<file path="config.mk">
export PLATFORM = sky130hd
export DESIGN_NAME = mc_controller_flat
export DESIGN_NICKNAME = d
export VERILOG_FILES = /design/src/rtl/mc_controller_pkg.sv /design/src/rtl/mc_controller_if.sv /design/src/rtl/mc_controller_mem_wait_timer.sv /design/src/rtl/mc_controller.sv /design/src/flat_wrapper.sv
export SDC_FILE = /design/constraint.sdc
export NUM_CORES = 1
export LEC_CHECK = 0
export CAP_MARGIN = 10
export CORE_UTILIZATION = 36
export CTS_BUF_LIST = sky130_fd_sc_hd__clkbuf_2 sky130_fd_sc_hd__clkbuf_4 sky130_fd_sc_hd__clkbuf_8
export CTS_CLUSTER_DIAMETER = 60
export CTS_CLUSTER_SIZE = 20
export DETAILED_ROUTE_END_ITERATION = 7
export PLACE_DENSITY = 0.78
export SLEW_MARGIN = 20
export SYNTH_ARGS = -nofsm -noshare
export SYNTH_HDL_FRONTEND = slang
export SYNTH_SLANG_ARGS = --single-unit
</file>
<file path="constraint.sdc">
create_clock -name clk -period 1.7 [get_ports clk]
set_input_delay 0.34 -clock clk [delete_from_list [all_inputs] [get_ports clk]]
set_output_delay 0.34 -clock clk [all_outputs]
set_load 0.1 [all_outputs]
</file>
<file path="src/rtl/mc_controller_pkg.sv">
// Shared types and constants for the multi-cycle control FSM: state encoding,
// opcode/ALU codes and the opcode-to-control-line decode table.
package mc_ctrl_pkg;

    typedef enum logic [2:0] {
        S_IDLE,
        S_FETCH,
        S_DECODE,
        S_EXEC,
        S_MEM,
        S_WB,
        S_HALTED
    } state_t;

    localparam logic [3:0] OP_RTYPE = 4'b0000;
    localparam logic [3:0] OP_ADDI  = 4'b0001;
    localparam logic [3:0] OP_LW    = 4'b0010;
    localparam logic [3:0] OP_SW    = 4'b0011;
    localparam logic [3:0] OP_BEQ   = 4'b0100;
    localparam logic [3:0] OP_J     = 4'b0101;
    localparam logic [3:0] OP_HALT  = 4'b1111;

    localparam logic [3:0] ALU_ADD = 4'b0010;
    localparam logic [3:0] ALU_SUB = 4'b0110;

    typedef struct packed {
        logic       memtoreg;
        logic       branch;
        logic       alusrc;
        logic       regdst;
        logic       jump;
        logic [3:0] alucontrol;
    } ctrl_t;

    // HALT and illegal opcodes decode to all-zero controls.
    function automatic ctrl_t decode_op(input logic [3:0] op, input logic [3:0] funct);
        ctrl_t c;
        c = '0;
        case (op)
            OP_RTYPE: begin
                c.regdst     = 1'b1;
                c.alusrc     = 1'b1;
                c.alucontrol = funct;
            end
            OP_ADDI:  c.alucontrol = ALU_ADD;
            OP_LW: begin
                c.alucontrol = ALU_ADD;
                c.memtoreg   = 1'b1;
            end
            OP_SW:    c.alucontrol = ALU_ADD;
            OP_BEQ: begin
                c.alusrc     = 1'b1;
                c.alucontrol = ALU_SUB;
                c.branch     = 1'b1;
            end
            OP_J:     c.jump = 1'b1;
            default:  ;
        endcase
        return c;
    endfunction

endpackage

</file>
<file path="src/rtl/mc_controller_if.sv">
// Instruction/data memory request-ready handshake bundle between the
// controller (master) and the memory side (slave).
interface mc_controller_if;
    logic imem_req;
    logic imem_ready;
    logic dmem_req;
    logic dmem_we;
    logic dmem_ready;

    modport master (
        output imem_req, dmem_req, dmem_we,
        input  imem_ready, dmem_ready
    );

    modport slave (
        input  imem_req, dmem_req, dmem_we,
        output imem_ready, dmem_ready
    );
endinterface

</file>
<file path="src/rtl/mc_controller_mem_wait_timer.sv">
// Handshake wait counter shared by the fetch and data-memory phases; flags
// expiry once MEM_TIMEOUT unanswered request cycles have accumulated.
module mem_wait_timer #(
    parameter int unsigned MEM_TIMEOUT = 15
) (
    input  logic clk,
    input  logic reset,
    input  logic clear,
    input  logic req,
    input  logic ready,
    output logic expired
);
    localparam int unsigned CW = (MEM_TIMEOUT < 2) ? 1 : $clog2(MEM_TIMEOUT + 1);
    localparam logic [CW-1:0] LIMIT = CW'(MEM_TIMEOUT);

    logic [CW-1:0] count;

    // Saturates at the limit; a zero limit keeps the count pinned at 0.
    always_ff @(posedge clk) begin
        if (reset || clear) begin
            count <= '0;
        end else if (req && !ready && count != LIMIT) begin
            count <= count + CW'(1);
        end
    end

    assign expired = (MEM_TIMEOUT != 0) && (count == LIMIT);
endmodule

</file>
<file path="src/rtl/mc_controller.sv">
// Multi-cycle control FSM: fetch, decode, execute, memory and write-back phases.
// Optional MC_CONTROLLER_PERF_EN adds cycle_cnt/retire_cnt performance counters.
module mc_controller
    import mc_ctrl_pkg::*;
#(
    parameter int unsigned IWIDTH      = 16,
    parameter int unsigned MEM_TIMEOUT = 15
) (
    input  logic              clk,
    input  logic              reset,
    input  logic              run,
    input  logic [IWIDTH-1:0] instr,
    input  logic              zero,
    mc_controller_if.master   mem,
    output logic              memtoreg,
    output logic              branch,
    output logic              alusrc,
    output logic              regdst,
    output logic              jump,
    output logic              regwrite,
    output logic [3:0]        alucontrol,
    output logic              pcwrite,
    output logic              irwrite,
    output logic              halted,
    output logic              illegal,
    output logic              bus_err
`ifdef MC_CONTROLLER_PERF_EN
    ,
    output logic [15:0]       cycle_cnt,
    output logic [15:0]       retire_cnt
`endif
);
    state_t     state, state_n;
    logic [3:0] opcode;
    ctrl_t      ctl;
    logic       imem_req_c, dmem_req_c, dmem_we_c;
    logic       set_illegal, set_bus_err;
    logic       wait_clear, wait_req, wait_ready, wait_expired;
    logic       unused_inputs;

    assign opcode = instr[IWIDTH-1 -: 4];
    assign ctl    = decode_op(opcode, instr[3:0]);

    // zero only steers the datapath's PC mux; the FSM never needs it.
    assign unused_inputs = ^{zero, instr};

    always_ff @(posedge clk) begin
        if (reset) begin
            state <= S_IDLE;
        end else begin
            state <= state_n;
        end
    end

    always_ff @(posedge clk) begin
        if (reset) begin
            illegal <= 1'b0;
            bus_err <= 1'b0;
        end else begin
            if (set_illegal) illegal <= 1'b1;
            if (set_bus_err) bus_err <= 1'b1;
        end
    end

    always_comb begin
        state_n     = state;
        imem_req_c  = 1'b0;
        dmem_req_c  = 1'b0;
        dmem_we_c   = 1'b0;
        irwrite     = 1'b0;
        regwrite    = 1'b0;
        pcwrite     = 1'b0;
        halted      = 1'b0;
        set_illegal = 1'b0;
        set_bus_err = 1'b0;
        {memtoreg, branch, alusrc, regdst, jump, alucontrol} = '0;

        case (state)
            S_IDLE: if (run) state_n = S_FETCH;
            S_FETCH: begin
                imem_req_c = 1'b1;
                if (mem.imem_ready) begin
                    irwrite = 1'b1;
                    state_n = S_DECODE;
                end else if (wait_expired) begin
                    set_bus_err = 1'b1;
                    state_n     = S_HALTED;
                end
            end
            S_DECODE: state_n = S_EXEC;
            S_EXEC: begin
                case (opcode)
                    OP_RTYPE, OP_ADDI: state_n = S_WB;
                    OP_LW, OP_SW:      state_n = S_MEM;
                    OP_BEQ, OP_J: begin
                        pcwrite = 1'b1;
                        state_n = S_FETCH;
                    end
                    OP_HALT:           state_n = S_HALTED;
                    default: begin
                        set_illegal = 1'b1;
                        pcwrite     = 1'b1;
                        state_n     = S_FETCH;
                    end
                endcase
            end
            S_MEM: begin
                dmem_req_c = 1'b1;
                dmem_we_c  = (opcode == OP_SW);
                if (mem.dmem_ready) begin
                    if (opcode == OP_SW) begin
                        pcwrite = 1'b1;
                        state_n = S_FETCH;
                    end else begin
                        state_n = S_WB;
                    end
                end else if (wait_expired) begin
                    set_bus_err = 1'b1;
                    state_n     = S_HALTED;
                end
            end
            S_WB: begin
                regwrite = 1'b1;
                pcwrite  = 1'b1;
                state_n  = S_FETCH;
            end
            S_HALTED: halted = 1'b1;
            default:  state_n = S_IDLE;
        endcase

        if (state inside {S_DECODE, S_EXEC, S_MEM, S_WB}) begin
            {memtoreg, branch, alusrc, regdst, jump, alucontrol} = ctl;
        end

        // Reset overrides the current state's outputs so an aborted
        // instruction cannot strobe anything in the reset cycle.
        if (reset) begin
            state_n     = S_IDLE;
            imem_req_c  = 1'b0;
            dmem_req_c  = 1'b0;
            dmem_we_c   = 1'b0;
            irwrite     = 1'b0;
            regwrite    = 1'b0;
            pcwrite     = 1'b0;
            halted      = 1'b0;
            set_illegal = 1'b0;
            set_bus_err = 1'b0;
            {memtoreg, branch, alusrc, regdst, jump, alucontrol} = '0;
        end
    end

    assign mem.imem_req = imem_req_c;
    assign mem.dmem_req = dmem_req_c;
    assign mem.dmem_we  = dmem_we_c;

    assign wait_clear = (state_n == S_FETCH || state_n == S_MEM) && (state_n != state);
    assign wait_req   = imem_req_c | dmem_req_c;
    assign wait_ready = (imem_req_c & mem.imem_ready) | (dmem_req_c & mem.dmem_ready);

    mem_wait_timer #(
        .MEM_TIMEOUT(MEM_TIMEOUT)
    ) u_wait (
        .clk     (clk),
        .reset   (reset),
        .clear   (wait_clear),
        .req     (wait_req),
        .ready   (wait_ready),
        .expired (wait_expired)
    );

`ifdef MC_CONTROLLER_PERF_EN
    always_ff @(posedge clk) begin
        if (reset) begin
            cycle_cnt  <= '0;
            retire_cnt <= '0;
        end else begin
            if (state != S_IDLE && state != S_HALTED) cycle_cnt <= cycle_cnt + 16'd1;
            if (pcwrite) retire_cnt <= retire_cnt + 16'd1;
        end
    end
`endif

endmodule

</file>
<file path="src/flat_wrapper.sv">
// flat-port wrapper written by rule: the top's interface ports become plain ports
module mc_controller_flat import mc_ctrl_pkg::*;
#(
    parameter int unsigned IWIDTH      = 16,
    parameter int unsigned MEM_TIMEOUT = 15
)
  (clk, reset, run, instr, zero, memtoreg, branch, alusrc, regdst, jump, regwrite, alucontrol, pcwrite, irwrite, halted, illegal, bus_err, mem_imem_req, mem_dmem_req, mem_dmem_we, mem_imem_ready, mem_dmem_ready);
  mc_controller_if mem_i ();
  input  logic clk;
  input  logic reset;
  input  logic run;
  input  logic [IWIDTH-1:0] instr;
  input  logic zero;
  output logic memtoreg;
  output logic branch;
  output logic alusrc;
  output logic regdst;
  output logic jump;
  output logic regwrite;
  output logic [3:0] alucontrol;
  output logic pcwrite;
  output logic irwrite;
  output logic halted;
  output logic illegal;
  output logic bus_err;
  output wire logic [$bits(mem_i.imem_req)-1:0] mem_imem_req;
  output wire logic [$bits(mem_i.dmem_req)-1:0] mem_dmem_req;
  output wire logic [$bits(mem_i.dmem_we)-1:0] mem_dmem_we;
  input wire logic [$bits(mem_i.imem_ready)-1:0] mem_imem_ready;
  input wire logic [$bits(mem_i.dmem_ready)-1:0] mem_dmem_ready;
  assign mem_imem_req = mem_i.imem_req;
  assign mem_dmem_req = mem_i.dmem_req;
  assign mem_dmem_we = mem_i.dmem_we;
  assign mem_i.imem_ready = mem_imem_ready;
  assign mem_i.dmem_ready = mem_dmem_ready;
  mc_controller #(.IWIDTH(IWIDTH), .MEM_TIMEOUT(MEM_TIMEOUT)) u_core (.clk(clk), .reset(reset), .run(run), .instr(instr), .zero(zero), .mem(mem_i), .memtoreg(memtoreg), .branch(branch), .alusrc(alusrc), .regdst(regdst), .jump(jump), .regwrite(regwrite), .alucontrol(alucontrol), .pcwrite(pcwrite), .irwrite(irwrite), .halted(halted), .illegal(illegal), .bus_err(bus_err));
endmodule
</file>
* Word level (Yosys, flattened, before mapping) *
Cells that the tools add are included.

storage, ports and cells
  flip-flop bits (word level) = 9
  logic and storage cells = 93
  output and inout bits = 18

cells by class
  reductions and logical operators = 15
  bitwise gates (word level) = 4
  muxes and demuxes = 52
  add/subtract/negate cells = 1
  eq/ne operators = 17

operators by type and width
  kind                 count
  $mux 1               39
  $pmux 3 s7           1
  $mux 3               6
  $eq 3x3->1 const B   4
  $pmux 4 s3           1
  $pmux 3 s3           1
  $eq 4x2->1 const B   2
  $eq 4x3->1 const B   2
  $eq 4x4->1 const B   2
  $mux 4               2
  $reduce_or 7->1      1
  $eq 3x1->1 const B   2
  $eq 3x2->1 const B   2
  $reduce_or 2->1      3
  $reduce_or 5->1      1
  $add 4x1->4 const B  1
  $eq 4x1->1 const B   1
  $logic_not 4->1      1
  $ne 4x4->1 const B   1
  $reduce_bool 4->1    1
  $logic_and 1x1->1    3
  $logic_not 3->1      1
  $ne 3x3->1           1
  $pmux 1 s3           1
  6 further kinds      9

* Longest topological paths before layout *
  depth in word-level cells = 9
  depth in mapped cells = 6
  gate-level depth less buffers = 6

* Hierarchy *
Synthesis repeated with hierarchy kept, for this count alone.

second synthesis, totals
  cell total of the unflattened synthesis = 101
  area, all modules = 779.5 µm²

modules (own cells, without submodules)
  module          area each (µm²)  instances  sequential area each (µm²)  cells an instance
  mc_controller   574.3            1          100.1                       80
  mem_wait_timer  205.2            1          80.1                        21

* Worst setup path before layout *
OpenSTA, ideal clock, no wires.

  path type = register -> output
  from = register u_core.state[2]
  to = output pcwrite
  stages on the path, launching flop included = 4
  arrival time = 5.084 ns
  required time = 1.360 ns
  setup slack = -3.724 ns
  path through = dfxtp_1 or3b_2 nor4b_1 a32o_1

on the way
  longest elaborated chain between the ends = 3

RTL lines
  element                                   RTL line              source
  start: declaration                        mc_controller.sv:33   state_t state, state_n;
  start signal: assignment                  mc_controller.sv:51   state <= state_n;
  $eq 3x3->1 or $eq 3x2->1 (tied branches)  mc_controller.sv:78   case (state)
  $pmux 1 s3 *                              mc_controller.sv:78
  $mux 1 *                                  mc_controller.sv:137  if (reset) begin
  end: declaration                          flat_wrapper.sv:21    output logic pcwrite;

Mark *: on every way between the ends. The rest lies on a longest branch, timed or not.

* Worst setup path in the final report *
Ends and elaborated chain as after synthesis.

==> reports/metrics.cfg <==
[min_path]
hold_path_class=reg -> reg

[run_status]
run_status=finished with violations
violations=setup timing

[clock_tree]
ctsHoldBuffers=0
cts_num_sinks=9
cts_inserted_buffers=3
cts_tree=yes
cts_root_buffer=clkbuf_4
path_clk_slew_ns=0.06
insertion_delay_ns=0.27
cts.path.max_buffers=2
htreeDepth=1

[detailed_routing]
initialDrtViolationCount=37
via_per_inst=5.788
highest_layer=met4
wl_met1_mm=1.421
wl_met2_mm=2.132
drc=0
dr_wl_met3_um=167
wl_per_cell_um=19.40
drtAntennaViolNets=0
vias=1146
routed_wl_mm=3.841
drt_pass1_iterations=4

[placed_design]
port_buffers=30
dp_slack_ns=-0.7113
placed_cells=184
gp_congestion=0.8735
dp_hpwl_mm=2.517

[global_route]
grt_max_degree=14
grt_pass1_wl_mm=5.568
antenna_found_initial=0
grt_usage_pct=30.66
gr-total-overflow=0
grt_pass1_vias=1137

[logic_synthesis]
syn-mean-instance-area_um2=7.823
synth_top_area_cell=dfxtp_1
yosysMostFrequentCell=dfxtp_1
seq_area_frac_synth_pct=23.26
synth_top_area_share_pct=23.26
syn_nets=122
netlist_area_um2=774.5
synth.distinct_cells=44
synthTopCellsByArea=dfxtp_1 23%, nor4_1 4.8%, and2_1 4.0%, nor3_1 3.9%, nor2_1 3.9%
yosysWarnings=0
synth_ff_type=dfxtp_1
syn_inst=99
synth_common_cells=9 x dfxtp_1, 8 x nor2_1, 6 x nor3_1, 6 x nor4_1, 5 x and2_1
synth-seq-cells=9
async_flop_share_pct=0
synth_edf_count=0

[worst_setup_path]
cp-start-kind=register
cp.arrival_ns=1.84
cp.required_ns=1.36
crit_path_end_kind=output pin
worstSetupPathType=reg -> out
critPathMaxFanout=6

[power_and_ir_drop]
p_leak_nw=0.7642
max-vdd-ir-drop_mv=0.5844
p_per_area_nw_per_um2=394.8

[sta]
rsz0062_at_grt=yes
period_needed_ns=2.177
worstMarginPinSlew_ns=0.4492
fin_crit_sh_pct=128.0
timing.final.hold_violations=0
fmax_mhz=459.4
whs_ns=0.5478
slew_viol_final=0
setup_tns_ns=-6.978
setup_viol=20
fin_skew_ns=0.004615
slew_headroom_pct=69.67
setup_ws_ns=-0.4767

[floorplan]
fp.dieW_um=48.38
ios=40
rows=16
die_y_um=48.38
coreArea_um2=2002
dieArea_um2=2341
start_util_pct=38.69

[layout]
final_layout_size_suffix_gt1_share_pct=61.40
synthToLayoutAreaGrowth_pct=139.6
diodes=0
fin_util_pct=92.69
instances_no_fill=198
nets=195
fillCellCount=79

[run]
cap_violations=0

cells in the final DEF (no fill, tap or decap), types with 2 or more instances in the layout:
master	n
nand3_1	4
buf_12	18
dfxtp_1	7
or3b_4	3
xor2_1	2
clkdlybuf4s50_1	7
nor3b_2	2
nand2b_1	2
clkbuf_4	4
dlygate4sd2_1	2
nor2_4	3
and2_4	4
nor3_4	3
dfxtp_4	2
nor4_4	2
nor2_1	6
or3_4	2
nor4_2	3
a31oi_1	2
a21oi_1	2
nor3_2	2
inv_1	2
buf_2	2
buf_6	9
o311ai_0	2
nand2_1	4
buf_4	36
worst paths after layout:
check                   from                     end  slack [ns]  cells after the start
max reg2reg  u_core.state[2]  u_core.u_wait.count[1]       -0.35                      6
max          u_core.state[2]                 pcwrite       -0.48                      5
min           u_core.illegal          u_core.illegal        0.55                      2
min reg2reg   u_core.illegal          u_core.illegal        0.55                      2
repair_timing:
item,4_1_cts,5_1_grt
setup buffers,8,2
gates resized for setup,16,25
cloned,0,0
endpoints found under the hold margin,0,0
setup endpoints to repair,21,21
pin swaps,14,10
state kept, by name, indices dropped and copies added, names as in the netlist:
| name | cells |
|---|---|
| u_core.bus_err | 1 |
| u_core.u_wait.count | 4 |
| u_core.state | 3 |
| u_core.illegal | 1 |
layer usage:
metal / global-route usage (%) / vias up
li1: - / 521
met1: 33.46 / 554
met2: 61.03 / 57
met3: 3.145 / 14
met4: 9.314 / 0
met5: 0 / -
metrics by stage:
step	total power (W)	instance area, um^2
2_1_floorplan	0.0003782	935.9
3_3_place_gp	0.0004914	1639
3_5_place_dp	0.0005021	1639
4_1_cts	0.0006981	1778
5_1_grt	0.0007560	1856
6_report	0.0007325	1856
cell type report:
cell class | count | area (um^2) | share of cell area [%]
inverters | 2 | 7.507 | 0.4046
multi-input cells | 81 | 762.0 | 41.07
well taps | 27 | 33.78 | 1.821
clock buffers | 4 | 30.03 | 1.618
repair buffers | 75 | 834.6 | 44.98
flip-flops and latches | 9 | 187.7 | 10.11
kinds of logic after synthesis:
logic type / Yosys count / share of synthesized area (%)
adder cells (fa/ha/maj): 1 / 1.615
AND/OR/NAND/NOR: 53 / 41.84
buffers and inverters: 9 / 5.978
flip-flops: 9 / 23.26
AO/OA/AOI/OAI: 22 / 21.49
XOR/XNOR: 4 / 4.524
multiplexers: 1 / 1.292
worst max-delay path: stages, from the launching register on:
cell and delay (ns):
dfxtp_4 0.38, buf_6 0.12, or3b_4 0.40, nor4b_4 0.26, a32o_2 0.22, buf_12 0.18
power by group:
group          leakage, nW  internal [W]  total (W)  switching, W
clock network       0.0184      0.000107   0.000186     0.0000788
registers           0.0745      0.000216   0.000223    0.00000726
logic                0.671      0.000152   0.000324      0.000172
total                0.764      0.000474   0.000732      0.000258
Note: power is estimated with default switching activity, not from simulation.
